==> src/rtl/uart_tx_pkg.sv <==
// Shared types and constants for the UART transmit serializer.
// The optional parity bit is enabled by defining UART_TX_PARITY_EN.
package uart_tx_pkg;

    localparam int UART_DATA_BITS = 8;
    localparam int DEFAULT_DIV_W  = 16;

    localparam logic [2:0] ST_IDLE   = 3'd0;
    localparam logic [2:0] ST_START  = 3'd1;
    localparam logic [2:0] ST_DATA   = 3'd2;
    localparam logic [2:0] ST_PARITY = 3'd3;
    localparam logic [2:0] ST_STOP   = 3'd4;

    typedef enum logic [2:0] {
        TX_IDLE   = ST_IDLE,
        TX_START  = ST_START,
        TX_DATA   = ST_DATA,
        TX_PARITY = ST_PARITY,
        TX_STOP   = ST_STOP
    } tx_state_t;

endpackage

==> src/rtl/uart_baud_cnt.sv <==
// Loadable bit-period down-counter; bit_end is high while the count sits at zero.
module uart_baud_cnt
    import uart_tx_pkg::*;
#(
    parameter int W = DEFAULT_DIV_W
) (
    input  logic         clk,
    input  logic         rstn,
    input  logic         load,
    input  logic [W-1:0] load_val,
    output logic         bit_end
);

    logic [W-1:0] cnt;

    always_ff @(posedge clk) begin
        if (!rstn) begin
            cnt <= '0;
        end else if (load) begin
            cnt <= load_val;
        end else if (cnt != '0) begin
            cnt <= cnt - W'(1);
        end
    end

    assign bit_end = (cnt == '0);

endmodule

==> src/rtl/uart_tx_serializer.sv <==
// UART TX bit engine: pops bytes from a show-ahead FIFO and sends 8-bit frames LSB first.
// Define UART_TX_PARITY_EN to add the parity_odd port and a parity bit after the data.
module uart_tx_serializer
    import uart_tx_pkg::*;
#(
    parameter int DIV_W = DEFAULT_DIV_W
) (
    input  logic                      clk,
    input  logic                      rstn,
    input  logic                      fifo_empty,
    input  logic [UART_DATA_BITS-1:0] fifo_data,
    output logic                      pop,
    input  logic [DIV_W-1:0]          divisor,
    input  logic                      stop2,
`ifdef UART_TX_PARITY_EN
    input  logic                      parity_odd,
`endif
    output logic                      txd,
    output logic                      busy,
    output logic                      frame_done
);

    localparam logic [2:0] LAST_BIT = 3'(UART_DATA_BITS - 1);

    tx_state_t                 state;
    logic [UART_DATA_BITS-1:0] shift;
    logic [2:0]                bit_idx;
    logic                      stop_idx;
    logic [DIV_W-1:0]          div_q;
    logic                      stop2_q;
`ifdef UART_TX_PARITY_EN
    logic                      par_bit_q;
`endif

    logic             bit_end;
    logic             last_stop;
    logic             take;
    logic             load;
    logic [DIV_W-1:0] load_val;

    assign last_stop  = (state == TX_STOP) && bit_end && (!stop2_q || stop_idx);
    assign frame_done = last_stop;
    // Gated by rstn so a FIFO byte is never consumed while the engine is held in reset.
    assign take       = rstn && !fifo_empty && ((state == TX_IDLE) || last_stop);
    assign pop        = take;
    assign load       = take || (bit_end && (state != TX_IDLE) && !last_stop);
    assign load_val   = take ? divisor : div_q;

    uart_baud_cnt #(.W(DIV_W)) u_baud (
        .clk      (clk),
        .rstn     (rstn),
        .load     (load),
        .load_val (load_val),
        .bit_end  (bit_end)
    );

    always_ff @(posedge clk) begin
        if (!rstn) begin
            state     <= TX_IDLE;
            txd       <= 1'b1;
            busy      <= 1'b0;
            shift     <= '0;
            bit_idx   <= '0;
            stop_idx  <= 1'b0;
            div_q     <= '0;
            stop2_q   <= 1'b0;
`ifdef UART_TX_PARITY_EN
            par_bit_q <= 1'b0;
`endif
        end else if (take) begin
            state     <= TX_START;
            txd       <= 1'b0;
            busy      <= 1'b1;
            shift     <= fifo_data;
            bit_idx   <= '0;
            stop_idx  <= 1'b0;
            div_q     <= divisor;
            stop2_q   <= stop2;
`ifdef UART_TX_PARITY_EN
            par_bit_q <= (^fifo_data) ^ parity_odd;
`endif
        end else if (bit_end) begin
            // txd is registered, so it is loaded with the level of the bit being entered.
            case (state)
                TX_START: begin
                    state <= TX_DATA;
                    txd   <= shift[0];
                end
                TX_DATA: begin
                    shift <= shift >> 1;
                    if (bit_idx == LAST_BIT) begin
`ifdef UART_TX_PARITY_EN
                        state <= TX_PARITY;
                        txd   <= par_bit_q;
`else
                        state <= TX_STOP;
                        txd   <= 1'b1;
`endif
                    end else begin
                        bit_idx <= bit_idx + 3'd1;
                        txd     <= shift[1];
                    end
                end
`ifdef UART_TX_PARITY_EN
                TX_PARITY: begin
                    state <= TX_STOP;
                    txd   <= 1'b1;
                end
`endif
                TX_STOP: begin
                    if (last_stop) begin
                        state <= TX_IDLE;
                        busy  <= 1'b0;
                        txd   <= 1'b1;
                    end else begin
                        stop_idx <= 1'b1;
                    end
                end
                TX_IDLE: begin
                    txd  <= 1'b1;
                    busy <= 1'b0;
                end
                default: begin
                    state <= TX_IDLE;
                    txd   <= 1'b1;
                    busy  <= 1'b0;
                end
            endcase
        end
    end

endmodule

==> config.mk <==
export PLATFORM = sky130hd
export DESIGN_NAME = uart_tx_serializer
export DESIGN_NICKNAME = d
export VERILOG_FILES = /design/src/rtl/uart_tx_pkg.sv /design/src/rtl/uart_baud_cnt.sv /design/src/rtl/uart_tx_serializer.sv
export SDC_FILE = /design/constraint.sdc
export NUM_CORES = 1
export LEC_CHECK = 0
export ABC_AREA = 1
export BUFFER_PORTS_ARGS = -buffer_cell sky130_fd_sc_hd__buf_2
export CAP_MARGIN = 10
export CORE_UTILIZATION = 52
export DETAILED_ROUTE_END_ITERATION = 7
export PLACE_DENSITY = 0.77
export REMOVE_ABC_BUFFERS = 1
export SYNTH_ARGS = -nofsm -noshare
export SYNTH_HDL_FRONTEND = slang
export SYNTH_SLANG_ARGS = --single-unit
==> constraint.sdc <==
create_clock -name clk -period 1.85 [get_ports clk]
set_clock_uncertainty 0.15 [all_clocks]
set_input_delay 0.4625 -clock clk [delete_from_list [all_inputs] [get_ports clk]]
set_output_delay 0.4625 -clock clk [all_outputs]
set_load 0.02 [all_outputs]
* Word-level counts from Yosys, hierarchy flattened
Index checks and enable logic that the tools add are counted.
** Word-level totals
- Input bits :: 28
- Register bits :: 50
- Word-level logic and storage cells :: 74
- Output and inout bits :: 4
** Operators by class
- Multiplexer cells :: 20
- Add/sub/neg operators :: 2
- Equality and inequality tests :: 10
- Bitwise gates (word level) :: 4
- Reduce and logical (&&, ||, !) cells :: 28
** Operators with widths (number)
- $mux 16 :: 3
- $mux 8 :: 3
- $logic_not 16->1 :: 1
- $reduce_bool 16->1 :: 1
- $sub 16x1->16 const B :: 1
- $pmux 3 s4 :: 1
- $mux 1 :: 9
- $reduce_and 3->1 :: 3
- $reduce_and 4->1 :: 2
- $eq 3x3->1 const B :: 2
- $logic_and 1x1->1 :: 6
- $mux 3 :: 2
- $ne 2x2->1 const B :: 3
- $ne 3x3->1 const B :: 2
- $reduce_bool 2->1 :: 3
- $not 1->1 :: 4
- $reduce_and 2->1 :: 2
- $reduce_or 2->1 :: 2
- $add 3x1->3 const B :: 1
- $eq 3x1->1 const B :: 1
- $eq 3x2->1 const B :: 1
- $logic_not 1->1 :: 3
- $logic_not 3->1 :: 1
- $logic_or 1x1->1 :: 3
- other kinds (4) :: 4

* Depth between registers and ports, before layout
- Depth after elaboration :: 7
- Mapped depth :: 13
- Mapped depth without buffers :: 12

* By module
From an unflattened synthesis, not the netlist that was laid out.
** Second synthesis, totals
- Cells, all modules :: 408
- Area, all modules :: 2852.7 um^2
** By module, submodules not included
- uart_tx_serializer :: instances 1, seq. area each 680.7 um^2, area an instance 1737.9 um^2, cells an instance 228
- uart_baud_cnt :: instances 1, seq. area each 320.3 um^2, area an instance 1114.8 um^2, cells an instance 180

* Worst setup path after synthesis
No wires, ideal clock.
- Kind :: reg-to-output
- From :: register u_baud.cnt[0]
- To :: output pop
- Stages on the path, launching flop included :: 10
- Path buffers :: 1
- Arrival :: 1.309 ns
- Slack :: -0.072 ns
- Data required time :: 1.237 ns
- Cell sequence :: dfxtp_1 > inv_1 > ha_1 > nand2_1 > nor2_4 > nand3_4 > nand2_4 > nand2_4 > clkinv_2 > buf_6
** Between the ends
- Longest elaborated chain between the ends :: 5
** RTL lines
- start, declared :: line uart_baud_cnt.sv:14 : logic [W-1:0] cnt;
- start signal, assigned :: line uart_baud_cnt.sv:20 : cnt <= load_val;
- start signal, assigned :: line uart_baud_cnt.sv:22 : cnt <= cnt - W'(1);
- $logic_not 16->1 :: line uart_baud_cnt.sv:26 : assign bit_end = (cnt == '0);
- $logic_and 1x1->1 (2 in series) :: line uart_tx_serializer.sv:41 : assign last_stop = (state == TX_STOP) && bit_end && (!stop2_q || stop_idx);
- $logic_or 1x1->1 :: line uart_tx_serializer.sv:44 : assign take = rstn && !fifo_empty && ((state == TX_IDLE) || last_stop);
- $logic_and 1x1->1 :: line uart_tx_serializer.sv:44
- end, declared :: line uart_tx_serializer.sv:12 : output logic pop,
No other way between the ends.

* Worst setup path after layout
- From :: register u_baud.cnt[14]
- To :: register u_baud.cnt[5]
** Between the ends
- Longest elaborated chain between the ends :: 7
- Elaborated cells on any way between the ends :: 13
- Classes of those cells :: mux: 2; reduce/logical: 11
** RTL lines (line)
- $logic_not 16->1 :: uart_baud_cnt.sv:26
- $logic_and 1x1->1 (2 in series) :: uart_tx_serializer.sv:41
- $logic_or 1x1->1 or $logic_not 1->1 (tied branches) :: uart_tx_serializer.sv:44, uart_tx_serializer.sv:46
- $logic_and 1x1->1 (on tied branches) :: uart_tx_serializer.sv:44, uart_tx_serializer.sv:46
- $mux 16 or $logic_or 1x1->1 (tied branches)
- $mux 16 or $reduce_bool 2->1 (tied branches)
Parallel ways exist; a longest one is shown, timed or not.
A chain may end at the register's enable or synchronous reset.

==> out/metrics.csv <==
stage,metric,value,unit
outcome,status,"complete, but fails checks",
outcome,violations,setup timing,
sta,setup_viol,38,
synth,synth.area.mux_share,0,%
drt,drt_iter0_markers,213,
power_and_ir_drop,power_leakage,1.77,nW
drt,wl_met1,3.27,mm
synth,synthAdderAreaFrac,1.86,%
power_and_ir_drop,p_per_area,1450,mW/mm^2
worst_setup_path,worstSetupPathType,flop to flop,
synth,yosysSeqAreaShare,37.2,%
final_layout,syn2layout_area_growth,41.5,%
min_path,min-delay-start,fifo_data[6],
synth,synthArstFlopShare,0,%
drt,wl_per_cell,16.5,microns
power_and_ir_drop,peakVddDrop,0.716,mV
drt,vias,3038,
worst_setup_path,critical_path.endpoint_type,flop,
drt,dr_wl_met3,598,microns
global_routing,grt_pass1_vias,2386,
floorplanning,fp.dieW,73.9,microns
global_routing,antenna_found_initial,0,
clocking,clk_latency,0.32,ns
sta,slew_headroom,78.0,%
drt,vias_per_cell,5.73,
worst_setup_path,critPathMaxFanout,7,
min_path,holdPathEnd,shift[6],
job,maxCapViolCount,0,
floorplanning,ios,32,
drt,route.detailed.drc,0,
sta,worst_slew_pin_slew,0.330,ns
worst_setup_path,crit_path_start,u_baud.cnt[14],
worst_setup_path,crit_required,1.94,ns
worst_setup_path,rrSetupSlack,-0.28,ns
placed_design,portBuffers,31,
synth,synth_top_flop_cell,dfxtp_1,
synth,syn_inst,385,
global_routing,grt_use_total,25.0,%
synth,synth.distinct_cells,39,
synth,ys_warn_count,0,
clocking,path_clk_slew,0.10,ns
drt,first_pass_iters,5,
synth,synth-compound-area-share,11.3,%
drt,highest_layer,met4,
floorplanning,die_h,73.9,microns
sta,hold_viol_final,0,
final_layout,final_common_cell,nand2_1,
sta,fin_crit_sh,115,%
floorplanning,start_util,55.4,%
clocking,htreeDepth,2,
worst_setup_path,critPathSlowestCell,dfxtp_1,
drt,wl,8.75,mm
synth,syn_area,0.00269,sq mm
worst_setup_path,crit_path_max_incr_delay,0.37,ns
worst_setup_path,worstPathArrival,2.21,ns
final_layout,antenna-diode-count,0,
floorplanning,core-area,0.00485,sq mm
worst_setup_path,rr_endpoint,u_baud.cnt[5],
worst_setup_path,cp_cell_sequence,nor2_4 > nand2_4 > nor2_4 > nand3_4 > nand2_4 > nand2_4 > buf_4 > buf_12 > buf_8 > buf_12 > nand2_4 > nand3_2 > a21oi_1,
floorplanning,die_area,0.00546,sq mm
clocking,cts.path.max_buffers,2,
sta,finalMaxSlewViolations,0,
final_layout,drive_gt1_share,38.9,%
drt,detail-route-antenna-nets,0,
clocking,numClockSinks,50,
sta,holdWs,0.220,ns
min_path,min_path_type,input pin to flop,
floorplanning,num_rows,25,
synth,ys_ff_latch,50,
placed_design,dpl.hpwl,4.51,mm
synth,synth_top_family_by_area,simple AND/OR/NAND/NOR gates,
final_layout,final_core_util,78.5,%
global_routing,grt_overflow,0,
clocking,numCtsBuffers,5,
worst_setup_path,setup.worst_path.start_class,flop,
drt,met2_length,4.39,mm
min_path,hold_depth,3,
sta,fmax,470,MHz
placed_design,gp_congestion,0.852,
global_routing,grt_pass1_wl,10.4,mm
clocking,root_buffer,clkbuf_8,
synth,synth-edff-count,0,
final_layout,final_cell_mix,"79 x nand2_1, 41 x nor2_1, 41 x dfxtp_1, 39 x buf_4, 34 x inv_1",
sta,tns,-4.32,ns
clocking,cts_tree,yes,
synth,synthSimpleGateAreaFrac,37.8,%
worst_setup_path,crit_top_cell,nand2_4,
worst_setup_path,rr_startpoint,u_baud.cnt[14],
placed_design,pre_cts_slack,-0.0183,ns
final_layout,fin_nets,494,
worst_setup_path,ff2ff_path_depth,13,
synth,syn_area_per_cell,6.98,sq um
synth,yosys.area_share.xor_xnor,2.61,%
global_routing,grt_max_degree,26,
sta,layout_setup_ws,-0.276,ns
sta,min_period,2.13,ns
sta,rsz0062_at_grt,yes,
[layer usage]
layer	track usage [%]	vias up
met3	3.84	58
met5	0	-
li1	-	1379
met4	8.12	0
met2	44.1	178
met1	30.9	1423
[logic make-up (layout without fill, tap and decap cells)]
logic type | count (synthesis) | count (layout)
AOI/OAI and AO/OA | 57 | 57
xor gates and xnor gates | 8 | 8
adders and majority gates | 4 | 4
buffers and inverters | 55 | 133
DFF | 50 | 50
and+or+nand+nor | 211 | 211
[area by class of cell]
type	count	area, sq um
clock inverter	3	40.0
sequential	50	1010
fill	289	1040
multi-input combinational	280	1760
clock buffer	5	68.8
tap	67	83.8
inverter	43	180
timing repair buffer	82	657
[synthesized netlist by cell type (4+ instances only)]
cell	n	area, sq um
nand3b_1	5	37.5
nand2_4	7	78.8
xor2_1	6	52.6
nand4_1	4	25.0
ha_1	4	50.1
o21ai_0	19	95.1
nand3_1	29	145
buf_6	4	45.0
nor2_2	4	25.0
inv_1	39	146
nor2_4	6	67.6
dfxtp_1	50	1000
a21oi_1	29	145
nor2_1	47	176
nand2_1	98	368
[worst max-delay path by stage]
stage	to	slack [ns]	depth (start not counted)
CTS	pop	-0.17	9
finish	u_baud.cnt[5]	-0.28	13
global route	u_baud.cnt[5]	-0.30	13
global placement	pop	0.01	9
floorplan	pop	-0.48	4
detailed placement	div_q[12]	-0.02	10
[critical path: cells and delay by family (launching register included)]
family | cells | cell delay (ns)
buffers and inverters | 4 | 0.55
AOI/OAI and AO/OA | 1 | 0.17
DFF | 1 | 0.37
and+or+nand+nor | 8 | 0.78
[through the flow]
step           area [sq um]  power, mW  cells
2_1_floorplan          2610       3.03    373
3_3_place_gp           3070       3.70    501
3_5_place_dp           3070       3.77    501
4_1_cts                3320       4.83    515
5_1_grt                3800       5.78    530
6_report               3800       5.51    530
[registers in the layout, summed over array words and instances, names as in the netlist]
register,flops
div_q,16
u_baud.cnt,16
shift,8
bit_idx,3
state,3
busy,1
stop2_q,1
stop_idx,1
txd,1
[where the power goes]
group	leakage, nW	switching (mW)	internal, mW
Sequential	0.413	0.222	1.31
Clock	0.0579	0.384	0.399
Combinational	1.30	1.82	1.37
[repair_timing]
item,CTS,global route
buffers inserted,6,15
setup endpoints to repair,4,34
pin swaps,9,20
hold buffers,0,0
gates cloned,0,1
resized for setup,32,96
Note: power is estimated with default switching activity, not from simulation.
